--- src/rtl/sd_cmd_sequencer.sv ---
// SPI-mode SD card command sequencer: power-up/init (CMD0, CMD8, CMD55/ACMD41), then CMD17 block reads.
// One byte exchange outstanding at a time; spi_start only issued while the SPI master is idle.
module sd_cmd_sequencer #(
    parameter int POWERUP_BYTES = 10,
    parameter int NCR_MAX       = 8,
    parameter int ACMD41_MAX    = 1000,
    parameter int TOKEN_MAX     = 4096,
    parameter int BLOCK_BYTES   = 512
) (
    input  logic        clk,
    input  logic        rst,
    input  logic        init_start,
    input  logic        read_start,
    input  logic [31:0] block_addr,
    output logic        card_ready,
    output logic        busy,
    output logic [7:0]  data_out,
    output logic        data_valid,
    output logic        done,
    output logic        error,
    output logic [2:0]  err_code,
    output logic        spi_start,
    output logic [7:0]  spi_tx,
    input  logic [7:0]  spi_rx,
    input  logic        spi_busy,
    input  logic        spi_new_data,
    output logic        ss,
    output logic        slow_sck
);

    localparam int PMAX = (TOKEN_MAX > NCR_MAX) ? TOKEN_MAX : NCR_MAX;
    localparam int PW   = $clog2(PMAX + 1);
    localparam int IW   = $clog2(ACMD41_MAX + 1);

    localparam logic [9:0]    PWR_LAST   = 10'(POWERUP_BYTES - 1);
    localparam logic [9:0]    BLK_LAST   = 10'(BLOCK_BYTES - 1);
    localparam logic [PW-1:0] NCR_LAST   = PW'(NCR_MAX - 1);
    localparam logic [PW-1:0] TOK_LAST   = PW'(TOKEN_MAX - 1);
    localparam logic [IW-1:0] ACMD_LAST  = IW'(ACMD41_MAX - 1);

    typedef enum logic [3:0] {
        S_IDLE, S_PWRUP, S_CMD, S_R1, S_C8TAIL, S_GAP,
        S_READY, S_TOKEN, S_DATA, S_CRC, S_TRAIL, S_ERROR
    } state_t;

    state_t        state_q, state_d;
    logic [9:0]    cnt_q, cnt_d;
    logic [PW-1:0] poll_q, poll_d;
    logic [IW-1:0] iter_q, iter_d;
    logic [5:0]    cmd_q, cmd_d;
    logic [31:0]   addr_q, addr_d;
    logic          wait_q, wait_d;
    logic          bad_q, bad_d;
    logic          fin_q, fin_d;
    logic          slow_q, slow_d;
    logic          done_q, done_d;
    logic [2:0]    err_q, err_d;

    logic          rx_ev;
    logic [31:0]   arg;
    logic [7:0]    crc;

    always_ff @(posedge clk) begin
        if (!rst) begin
            state_q <= S_IDLE;
            cnt_q   <= '0;
            poll_q  <= '0;
            iter_q  <= '0;
            cmd_q   <= '0;
            addr_q  <= '0;
            wait_q  <= 1'b0;
            bad_q   <= 1'b0;
            fin_q   <= 1'b0;
            slow_q  <= 1'b1;
            done_q  <= 1'b0;
            err_q   <= '0;
        end else begin
            state_q <= state_d;
            cnt_q   <= cnt_d;
            poll_q  <= poll_d;
            iter_q  <= iter_d;
            cmd_q   <= cmd_d;
            addr_q  <= addr_d;
            wait_q  <= wait_d;
            bad_q   <= bad_d;
            fin_q   <= fin_d;
            slow_q  <= slow_d;
            done_q  <= done_d;
            err_q   <= err_d;
        end
    end

    always_comb begin
        state_d = state_q;
        cnt_d   = cnt_q;
        poll_d  = poll_q;
        iter_d  = iter_q;
        cmd_d   = cmd_q;
        addr_d  = addr_q;
        wait_d  = wait_q;
        bad_d   = bad_q;
        fin_d   = fin_q;
        slow_d  = slow_q;
        done_d  = 1'b0;
        err_d   = err_q;

        case (cmd_q)
            6'd8:    arg = 32'h0000_01AA;
            6'd41:   arg = 32'h4000_0000;
            6'd17:   arg = addr_q;
            default: arg = 32'h0;
        endcase
        case (cmd_q)
            6'd0:    crc = 8'h95;
            6'd8:    crc = 8'h87;
            default: crc = 8'h01;
        endcase

        busy       = !(state_q == S_IDLE || state_q == S_READY || state_q == S_ERROR);
        card_ready = (state_q == S_READY);
        error      = (state_q == S_ERROR);
        ss         = !(state_q == S_CMD || state_q == S_R1 || state_q == S_C8TAIL ||
                       state_q == S_TOKEN || state_q == S_DATA || state_q == S_CRC);

        // State and counters only move on spi_new_data, so spi_tx/ss hold for the whole exchange.
        rx_ev     = wait_q && spi_new_data;
        spi_start = busy && !wait_q && !spi_busy;
        if (spi_start) wait_d = 1'b1;
        if (rx_ev)     wait_d = 1'b0;

        spi_tx = 8'hFF;
        if (state_q == S_CMD) begin
            case (cnt_q)
                10'd0:   spi_tx = {2'b01, cmd_q};
                10'd1:   spi_tx = arg[31:24];
                10'd2:   spi_tx = arg[23:16];
                10'd3:   spi_tx = arg[15:8];
                10'd4:   spi_tx = arg[7:0];
                default: spi_tx = crc;
            endcase
        end

        data_valid = (state_q == S_DATA) && rx_ev;
        data_out   = data_valid ? spi_rx : 8'h00;

        case (state_q)
            S_IDLE: if (init_start) begin
                state_d = S_PWRUP;
                cnt_d   = '0;
                poll_d  = '0;
                iter_d  = '0;
                fin_d   = 1'b0;
                bad_d   = 1'b0;
                slow_d  = 1'b1;
            end
            S_PWRUP: if (rx_ev) begin
                if (cnt_q == PWR_LAST) begin
                    state_d = S_CMD;
                    cmd_d   = 6'd0;
                    cnt_d   = '0;
                end else cnt_d = cnt_q + 10'd1;
            end
            S_CMD: if (rx_ev) begin
                if (cnt_q == 10'd5) begin
                    state_d = S_R1;
                    poll_d  = '0;
                end else cnt_d = cnt_q + 10'd1;
            end
            S_R1: if (rx_ev) begin
                if (!spi_rx[7]) begin
                    state_d = S_GAP;
                    case (cmd_q)
                        6'd0: if (spi_rx == 8'h01) cmd_d = 6'd8;
                              else begin state_d = S_ERROR; err_d = 3'd1; end
                        6'd8: if (spi_rx == 8'h01) begin state_d = S_C8TAIL; cnt_d = '0; end
                              else begin state_d = S_ERROR; err_d = 3'd2; end
                        6'd55: cmd_d = 6'd41;
                        6'd41: if (spi_rx == 8'h00) fin_d = 1'b1;
                               else if (iter_q == ACMD_LAST) begin state_d = S_ERROR; err_d = 3'd3; end
                               else begin iter_d = iter_q + IW'(1); cmd_d = 6'd55; end
                        default: if (spi_rx == 8'h00) begin state_d = S_TOKEN; poll_d = '0; end
                                 else begin state_d = S_ERROR; err_d = 3'd6; end
                    endcase
                end else if (poll_q == NCR_LAST) begin
                    state_d = S_ERROR;
                    err_d   = 3'd4;
                end else poll_d = poll_q + PW'(1);
            end
            // Only the last two bytes of the R7 tail carry the voltage/check-pattern echo.
            S_C8TAIL: if (rx_ev) begin
                cnt_d = cnt_q + 10'd1;
                if (cnt_q == 10'd2) bad_d = (spi_rx != 8'h01);
                if (cnt_q == 10'd3) begin
                    if (bad_q || spi_rx != 8'hAA) begin state_d = S_ERROR; err_d = 3'd2; end
                    else begin state_d = S_GAP; cmd_d = 6'd55; end
                end
            end
            S_GAP: if (rx_ev) begin
                if (fin_q) begin
                    state_d = S_READY;
                    slow_d  = 1'b0;
                    done_d  = 1'b1;
                end else begin
                    state_d = S_CMD;
                    cnt_d   = '0;
                end
            end
            S_READY: if (read_start) begin
                addr_d  = block_addr;
                cmd_d   = 6'd17;
                cnt_d   = '0;
                state_d = S_CMD;
            end
            S_TOKEN: if (rx_ev) begin
                if (spi_rx == 8'hFE) begin state_d = S_DATA; cnt_d = '0; end
                else if (spi_rx != 8'hFF || poll_q == TOK_LAST) begin state_d = S_ERROR; err_d = 3'd5; end
                else poll_d = poll_q + PW'(1);
            end
            S_DATA: if (rx_ev) begin
                if (cnt_q == BLK_LAST) begin state_d = S_CRC; cnt_d = '0; end
                else cnt_d = cnt_q + 10'd1;
            end
            S_CRC: if (rx_ev) begin
                if (cnt_q == 10'd1) state_d = S_TRAIL;
                else cnt_d = cnt_q + 10'd1;
            end
            S_TRAIL: if (rx_ev) begin
                state_d = S_READY;
                done_d  = 1'b1;
            end
            default: ;
        endcase
    end

    assign done     = done_q;
    assign err_code = err_q;
    assign slow_sck = slow_q;

endmodule

--- config.mk ---
export PLATFORM = sky130hd
export DESIGN_NAME = sd_cmd_sequencer
export DESIGN_NICKNAME = d
export VERILOG_FILES = /design/src/rtl/sd_cmd_sequencer.sv
export SDC_FILE = /design/constraint.sdc
export NUM_CORES = 1
export LEC_CHECK = 0
export CORE_ASPECT_RATIO = 1.4
export CORE_MARGIN = 2
export CORE_UTILIZATION = 50
export DETAILED_ROUTE_END_ITERATION = 8
export GPL_TIMING_DRIVEN = 0
export PLACE_DENSITY_LB_ADDON = 0.15
export SLEW_MARGIN = 0
export SYNTH_ARGS = -nofsm -noshare
export SYNTH_HDL_FRONTEND = slang
export SYNTH_SLANG_ARGS = --single-unit
--- constraint.sdc ---
create_clock -name clk -period 4.65 [get_ports clk]
set_input_delay 0.93 -clock clk [delete_from_list [all_inputs] [get_ports clk]]
set_output_delay 0.93 -clock clk [all_outputs]
set_load 0.02 [all_outputs]
# [Word-level counts from Yosys, hierarchy flattened]
# Index checks and enable logic that the tools add are counted.
[classes] n_mux=118 n_bitwise=1 reduce_logical=41 addsub=3 eq_ne=79
[ops] cell="two-way mux 10 bit" count=24
[ops] cell="two-way mux 13 bit" count=11
[ops] cell="two-way mux 4 bit" count=26
[ops] cell="case mux 10 bit (10 select lines)" count=1
[ops] cell="case mux 32 bit (3 select lines)" count=1
[ops] cell="two-way mux 6 bit" count=11
[ops] cell="case mux 13 bit (4 select lines)" count=1
[ops] cell="two-way mux 3 bit" count=15
[ops] cell="inequality test 2 bit, second input constant" count=22
[ops] cell="case mux 4 bit (11 select lines)" count=1
[ops] cell="case mux 8 bit (5 select lines)" count=1
[ops] cell="inequality test 2 x 1 -> 1 bit, second input constant" count=12
[ops] cell="case mux 6 bit (4 select lines)" count=1
[ops] cell="adder 10 x 1 -> 10 bit, second input constant" count=2
[ops] cell="equality test 10 x 2 -> 1 bit, second input constant" count=2
[ops] cell="equality test 10 x 3 -> 1 bit, second input constant" count=2
[ops] cell="case mux 10 bit (2 select lines)" count=1
[ops] cell="AND reduction 19 bit" count=1
[ops] cell="inequality test 3 bit, second input constant" count=6
[ops] cell="case mux 6 bit (3 select lines)" count=1
[ops] cell="AND reduction 18 bit" count=1
[ops] cell="equality test 4 x 3 -> 1 bit, second input constant" count=4
[ops] cell="equality test 4 bit, second input constant" count=4
[ops] cell="two-way mux 8 bit" count=2
[ops] cell="49 further kinds" count=89
[totals] inputBits=46 out_inout_bits=27 reg_bits=83

# [Depth between registers and ports, before layout]
# Gate-level depths: netlist (run 1).
[depth] word_depth=7 depth_mapped=9 mapped_depth_nobuf=8

# [Worst setup path before layout (run 1)]
# Ideal clock, no wire load.
[synth_path] path_type="input to output" startpoint="input spi_new_data" endpoint="output data_out[0]" setup_slack_ns=1.561 t_arrival_ns=2.159 n_path_buf=0 stages=3 cell_sequence="nand2_1 > nor3_1 > and2_1"
[synth_between] elab_chain_len=3
[synth_lines] item="start: declaration" line="26" source="input logic spi_new_data,"
[synth_lines] item="logical AND 1 bit" line="126" source="rx_ev = wait_q && spi_new_data;"
[synth_lines] item="logical AND 1 bit" line="143" source="data_valid = (state_q == S_DATA) && rx_ev;"
[synth_lines] item="named net data_valid" line="18" source="output logic data_valid,"
[synth_lines] item="two-way mux 8 bit" line="144" source="data_out = data_valid ? spi_rx : 8'h00;"
[synth_lines] item="end: declaration" line="17" source="output logic [7:0] data_out,"
# The timed path passes the listed nets, and every way through them passes these cells.

# [Worst setup path in the final report (run 1)]
[layout_path] startpoint="register cnt_q[9]" endpoint="output spi_tx[7]"
[layout_between] elab_chain_len=3
[layout_lines] item="start: declaration" line="47" source="logic [9:0] cnt_q, cnt_d;"
[layout_lines] item="start signal: assignment" line="79" source="cnt_q <= cnt_d;"
[layout_lines] item="equality test 10 x 3 -> 1 bit, or another cell as far along" line="133" source="case (cnt_q)"
[layout_lines] item="case mux 8 bit (5 select lines) (*)" line="133"
[layout_lines] item="two-way mux 8 bit (*)" line="132" source="if (state_q == S_CMD) begin"
[layout_lines] item="end: declaration" line="23" source="output logic [7:0] spi_tx,"
# Every way passes the cells marked *; elsewhere a longest branch is shown, timed or not.

==> impl_metrics.json, run 1 <==
{
  "post-route-drc-count": 0,
  "reg2reg_setup_slack_ns": 1.79,
  "postLayoutCoreUtil_pct": 63.81,
  "cts.sinks": 82,
  "critPathRequiredTime_ns": 3.72,
  "synth-seq-cells": 82,
  "tritoncts": "built",
  "synth_top_family_by_area": "simple AND/OR/NAND/NOR gates",
  "dr.pass1.iters": 6,
  "grt_start_max_net_pins": 16,
  "dr.first_iter.drc_count": 628,
  "insertion_delay_ns": 0.35,
  "synthDistinctLibCells": 80,
  "overall_die_width_um": 89.82,
  "setup_viol": 0,
  "synth_seq_area_share_pct": 31.84,
  "post_synth_fa_ha_maj_area_fraction_pct": 1.456,
  "groute.usage.overall_pct": 33.99,
  "clk_pin_slew_ns": 0.07,
  "worstHoldEndpoint": "addr_q[19]",
  "filler_cell_count": 913,
  "dp.final_hpwl_mm": 14.25,
  "crit_type": "flop to output pin",
  "tightestPinTransition_ns": 0.9248,
  "detail_route.vias_per_cell": 6.425,
  "finClkSkew_ns": 0.008208,
  "ys_dominant_reg_cell": "sky130_fd_sc_hd__dfxtp_1",
  "crit-reg2reg-launch": "poll_q[0]",
  "worst-path-max-fanout": 10,
  "fp.dieArea_mm2": 0.01115,
  "max_freq_ghz": 0.2432,
  "first_global_vias": 5458,
  "synth_enable_flop_cells": 0,
  "fraction_of_synthesized_cell_area_in_xor_and_xnor_cells_pct": 1.699,
  "yosysTopAreaCellShare_pct": 31.84,
  "fraction_of_synthesis_flops_using_an_asynchronous_set_or_reset_pin_pct": 0,
  "fp.coreArea_mm2": 0.009953,
  "depth_of_the_worst_hold_timing_path": 2,
  "ant_nets": 0,
  "rsz0062_at_grt": "false",
  "routed_wirelength_mm": 19.05,
  "core.rowCount": 43,
  "critical_path_arrival_ns": 3.18,
  "initial_core_util_pct": 51.79,
  "hp-start": "addr_q[19]",
  "worst_case_clock_buffer_depth": 2,
  "synthCells": 682,
  "postCtsSetupBuffers": 0,
  "worst_hold_path_type": "flop to flop",
  "global_route.usage.met1_pct": 37.90,
  "rr_endpoint": "poll_q[7]",
  "portBuffers": 71,
  "htreeDepth": 3,
  "max_cap_violations": 0,
  "timing.final.crit_share_pct": 88.41,
  "yosys_warnings": 0,
  "p_leak_nw": 2.064,
  "dr_total_vias": 5808,
  "final_max_slew_viols": 0,
  "grt_pass1_wl_mm": 29.53,
  "hold_violations_final": 0,
  "globalplace.congestion": 1.024,
  "yosys.area_share.simple_pct": 31.24,
  "number_of_antenna_violations_at_the_first_check_in_global_routing": 0,
  "sort_of_element_at_the_start_of_the_critical_path": "flop",
  "vdd_ir_drop_max_mv": 0.2236,
  "groute.layer.met3.usage_pct": 6.292,
  "syn2layout_area_growth_pct": 23.20,
  "finalCriticalPeriod_ns": 4.111,
  "post_route_cells_drive_above_1_share_pct": 7.152,
  "ys_top_cells_by_area": "sky130_fd_sc_hd__dfxtp_1, sky130_fd_sc_hd__nand2_1, sky130_fd_sc_hd__a21oi_1",
  "cts_root_buffer": "sky130_fd_sc_hd__clkbuf_16",
  "cts-buffers-inserted": 9,
  "cts.repair.resized": 0,
  "mean_instance_size_in_the_synthesized_netlist_um2": 7.559,
  "finalNetCount": 816,
  "synth_nets": 734,
  "io_pins": 73,
  "synth-compound-area-share_pct": 25.70,
  "power.density_mw_per_mm2": 358.9,
  "slew-limit-headroom_pct": 38.19,
  "worstSetupEndpointType": "output pin",
  "post_cts_hold_buffer_count": 0,
  "synthesis.area_mm2": 0.005155,
  "busiest_layer": "met2",
  "status": "finished, final reports clean",
  "wl_per_cell_um": 21.07,
  "reg2regPathDepth": 8,
  "antenna_cells": 0,
  "globalRouteMet2Util_pct": 62.22,
  "grt_overflow": 0,
  "synth.mux.area_fraction_pct": 2.573,
  "die_h_um": 124.1,
  "fin_tns_setup_ns": 0,
  "post-synth-top-area-cell": "sky130_fd_sc_hd__dfxtp_1"
}
[area by class of cell]
class	instances	area, um2	share of cell area, %
timing repair buffer	71	710.7	11.19
sequential	82	1642	25.85
clock buffer	10	239.0	3.763
inverter	18	67.56	1.064
buffer	51	215.2	3.388
clock inverter	6	71.32	1.123
tap	135	168.9	2.660
multi-input combinational	531	3237	50.97
[stage by stage]
step	hold slack, ns	std cells	instance area (um2)	total power [W]	worst slack, ns
after floorplan	0.4357	682	5155	0.001237	1.561
after global placement	0.4419	888	6035	0.001493	0.7216
after detailed placement	0.4449	888	6041	0.001496	0.5982
after CTS	0.4547	904	6351	0.002261	0.5805
after global routing	0.4693	904	6351	0.002364	0.3804
final	0.4548	904	6351	0.002279	0.5387
[worst max-delay path: stages, from the launching register on]
cell and delay (ns):
sky130_fd_sc_hd__dfxtp_1 0.35, sky130_fd_sc_hd__or4_4 0.59, sky130_fd_sc_hd__nor4_2 0.48, sky130_fd_sc_hd__and3_1 0.23, sky130_fd_sc_hd__buf_2 0.20, sky130_fd_sc_hd__a221oi_1 0.10, sky130_fd_sc_hd__o221ai_1 0.22, sky130_fd_sc_hd__clkdlybuf4s50_1 0.65
[cells in the final DEF (no fill, tap or decap), types with 9 or more instances in the layout]
| cell type | count |
|---|---|
| sky130_fd_sc_hd__nand2_1 | 123 |
| sky130_fd_sc_hd__dfxtp_1 | 82 |
| sky130_fd_sc_hd__clkdlybuf4s50_1 | 71 |
| sky130_fd_sc_hd__a21oi_1 | 67 |
| sky130_fd_sc_hd__nor2_1 | 39 |
| sky130_fd_sc_hd__clkbuf_1 | 38 |
| sky130_fd_sc_hd__o21ai_0 | 23 |
| sky130_fd_sc_hd__nand3_1 | 22 |
| sky130_fd_sc_hd__inv_1 | 18 |
| sky130_fd_sc_hd__and2_1 | 16 |
| sky130_fd_sc_hd__or3_1 | 13 |
| sky130_fd_sc_hd__o22ai_1 | 13 |
| sky130_fd_sc_hd__nor4_1 | 11 |
| sky130_fd_sc_hd__mux2i_1 | 11 |
| sky130_fd_sc_hd__buf_2 | 10 |
| sky130_fd_sc_hd__nand2b_1 | 10 |
| sky130_fd_sc_hd__a31oi_1 | 10 |
| sky130_fd_sc_hd__nor3_1 | 10 |
| sky130_fd_sc_hd__xnor2_1 | 10 |
| sky130_fd_sc_hd__nand4_1 | 10 |
| sky130_fd_sc_hd__clkbuf_16 | 9 |
[state kept, by name (all words and copies together) (netlist names), 3 cells and up]
signal	count
addr_q	32
poll_q	13
cnt_q	10
iter_q	10
cmd_q	5
state_q	4
err_code	3
[cells in the mapped netlist, types with 4 or more instances]
master                      instances
sky130_fd_sc_hd__nand2_1          123
sky130_fd_sc_hd__buf_2             10
sky130_fd_sc_hd__o311ai_0           6
sky130_fd_sc_hd__and3_1             6
sky130_fd_sc_hd__nand4_1           10
sky130_fd_sc_hd__or4_4              5
sky130_fd_sc_hd__a222oi_1           5
sky130_fd_sc_hd__nand3b_1           5
sky130_fd_sc_hd__xnor2_1           10
sky130_fd_sc_hd__o211ai_1           8
sky130_fd_sc_hd__ha_1               6
sky130_fd_sc_hd__dfxtp_1           82
sky130_fd_sc_hd__clkbuf_1          38
sky130_fd_sc_hd__o21ai_1            5
sky130_fd_sc_hd__a21oi_1           67
sky130_fd_sc_hd__nor4_1            11
sky130_fd_sc_hd__a31oi_1           10
sky130_fd_sc_hd__o31ai_1            8
sky130_fd_sc_hd__mux2i_1           11
sky130_fd_sc_hd__nand2b_1          10
sky130_fd_sc_hd__and2_1            16
sky130_fd_sc_hd__o21ai_0           23
sky130_fd_sc_hd__nor3_1            10
sky130_fd_sc_hd__or3_1             13
sky130_fd_sc_hd__a221oi_1           6
sky130_fd_sc_hd__o22ai_1           13
sky130_fd_sc_hd__a2111oi_0          6
sky130_fd_sc_hd__inv_1             18
sky130_fd_sc_hd__nor2_1            39
sky130_fd_sc_hd__o41ai_1            4
sky130_fd_sc_hd__nand3_1           22
[logic make-up (layout without fill, tap and decap cells)]
family / count (synthesis) / count (layout)
fa+ha+maj: 6 / 6
mux: 13 / 13
buf+inv: 69 / 156
compound gates: 197 / 197
xor+xnor: 10 / 10
simple gates: 305 / 305
flops: 82 / 82
[how the worst max path moves through the flow]
stage / end / startpoint / slack [ns] / depth (start not counted)
6_report: spi_tx[7] / cnt_q[9] / 0.54 / 7
5_1_grt: spi_tx[7] / cnt_q[8] / 0.38 / 7
4_1_cts: spi_tx[7] / cnt_q[9] / 0.58 / 7
3_5_place_dp: data_out[0] / spi_new_data / 0.60 / 5
3_3_place_gp: data_out[7] / spi_new_data / 0.72 / 5
2_1_floorplan: data_out[0] / spi_new_data / 1.56 / 3
[where the power goes]
group / switching, W / total (W) / internal, W
sequential: 0.0000182 / 0.000737 / 0.000719
combinational: 0.000486 / 0.000770 / 0.000284
clock: 0.000334 / 0.000773 / 0.000438
[routing by layer]
layer  part of all wire (%)  up-vias  wire, um
li1                       -     2694         -
met2                     51      318      9652
met3                    7.2       60      1379
met4                    4.6        0       874
met1                     37     2736      7140
met5                      0        -         0
(Power assumes the default switching activity.)
==> run 2: changes to the inputs <==
- CTS_CLUSTER_DIAMETER: not set -> 50
==> results of run 2 <==
The final DEF is identical to that of run 1; final timing and power are the same.
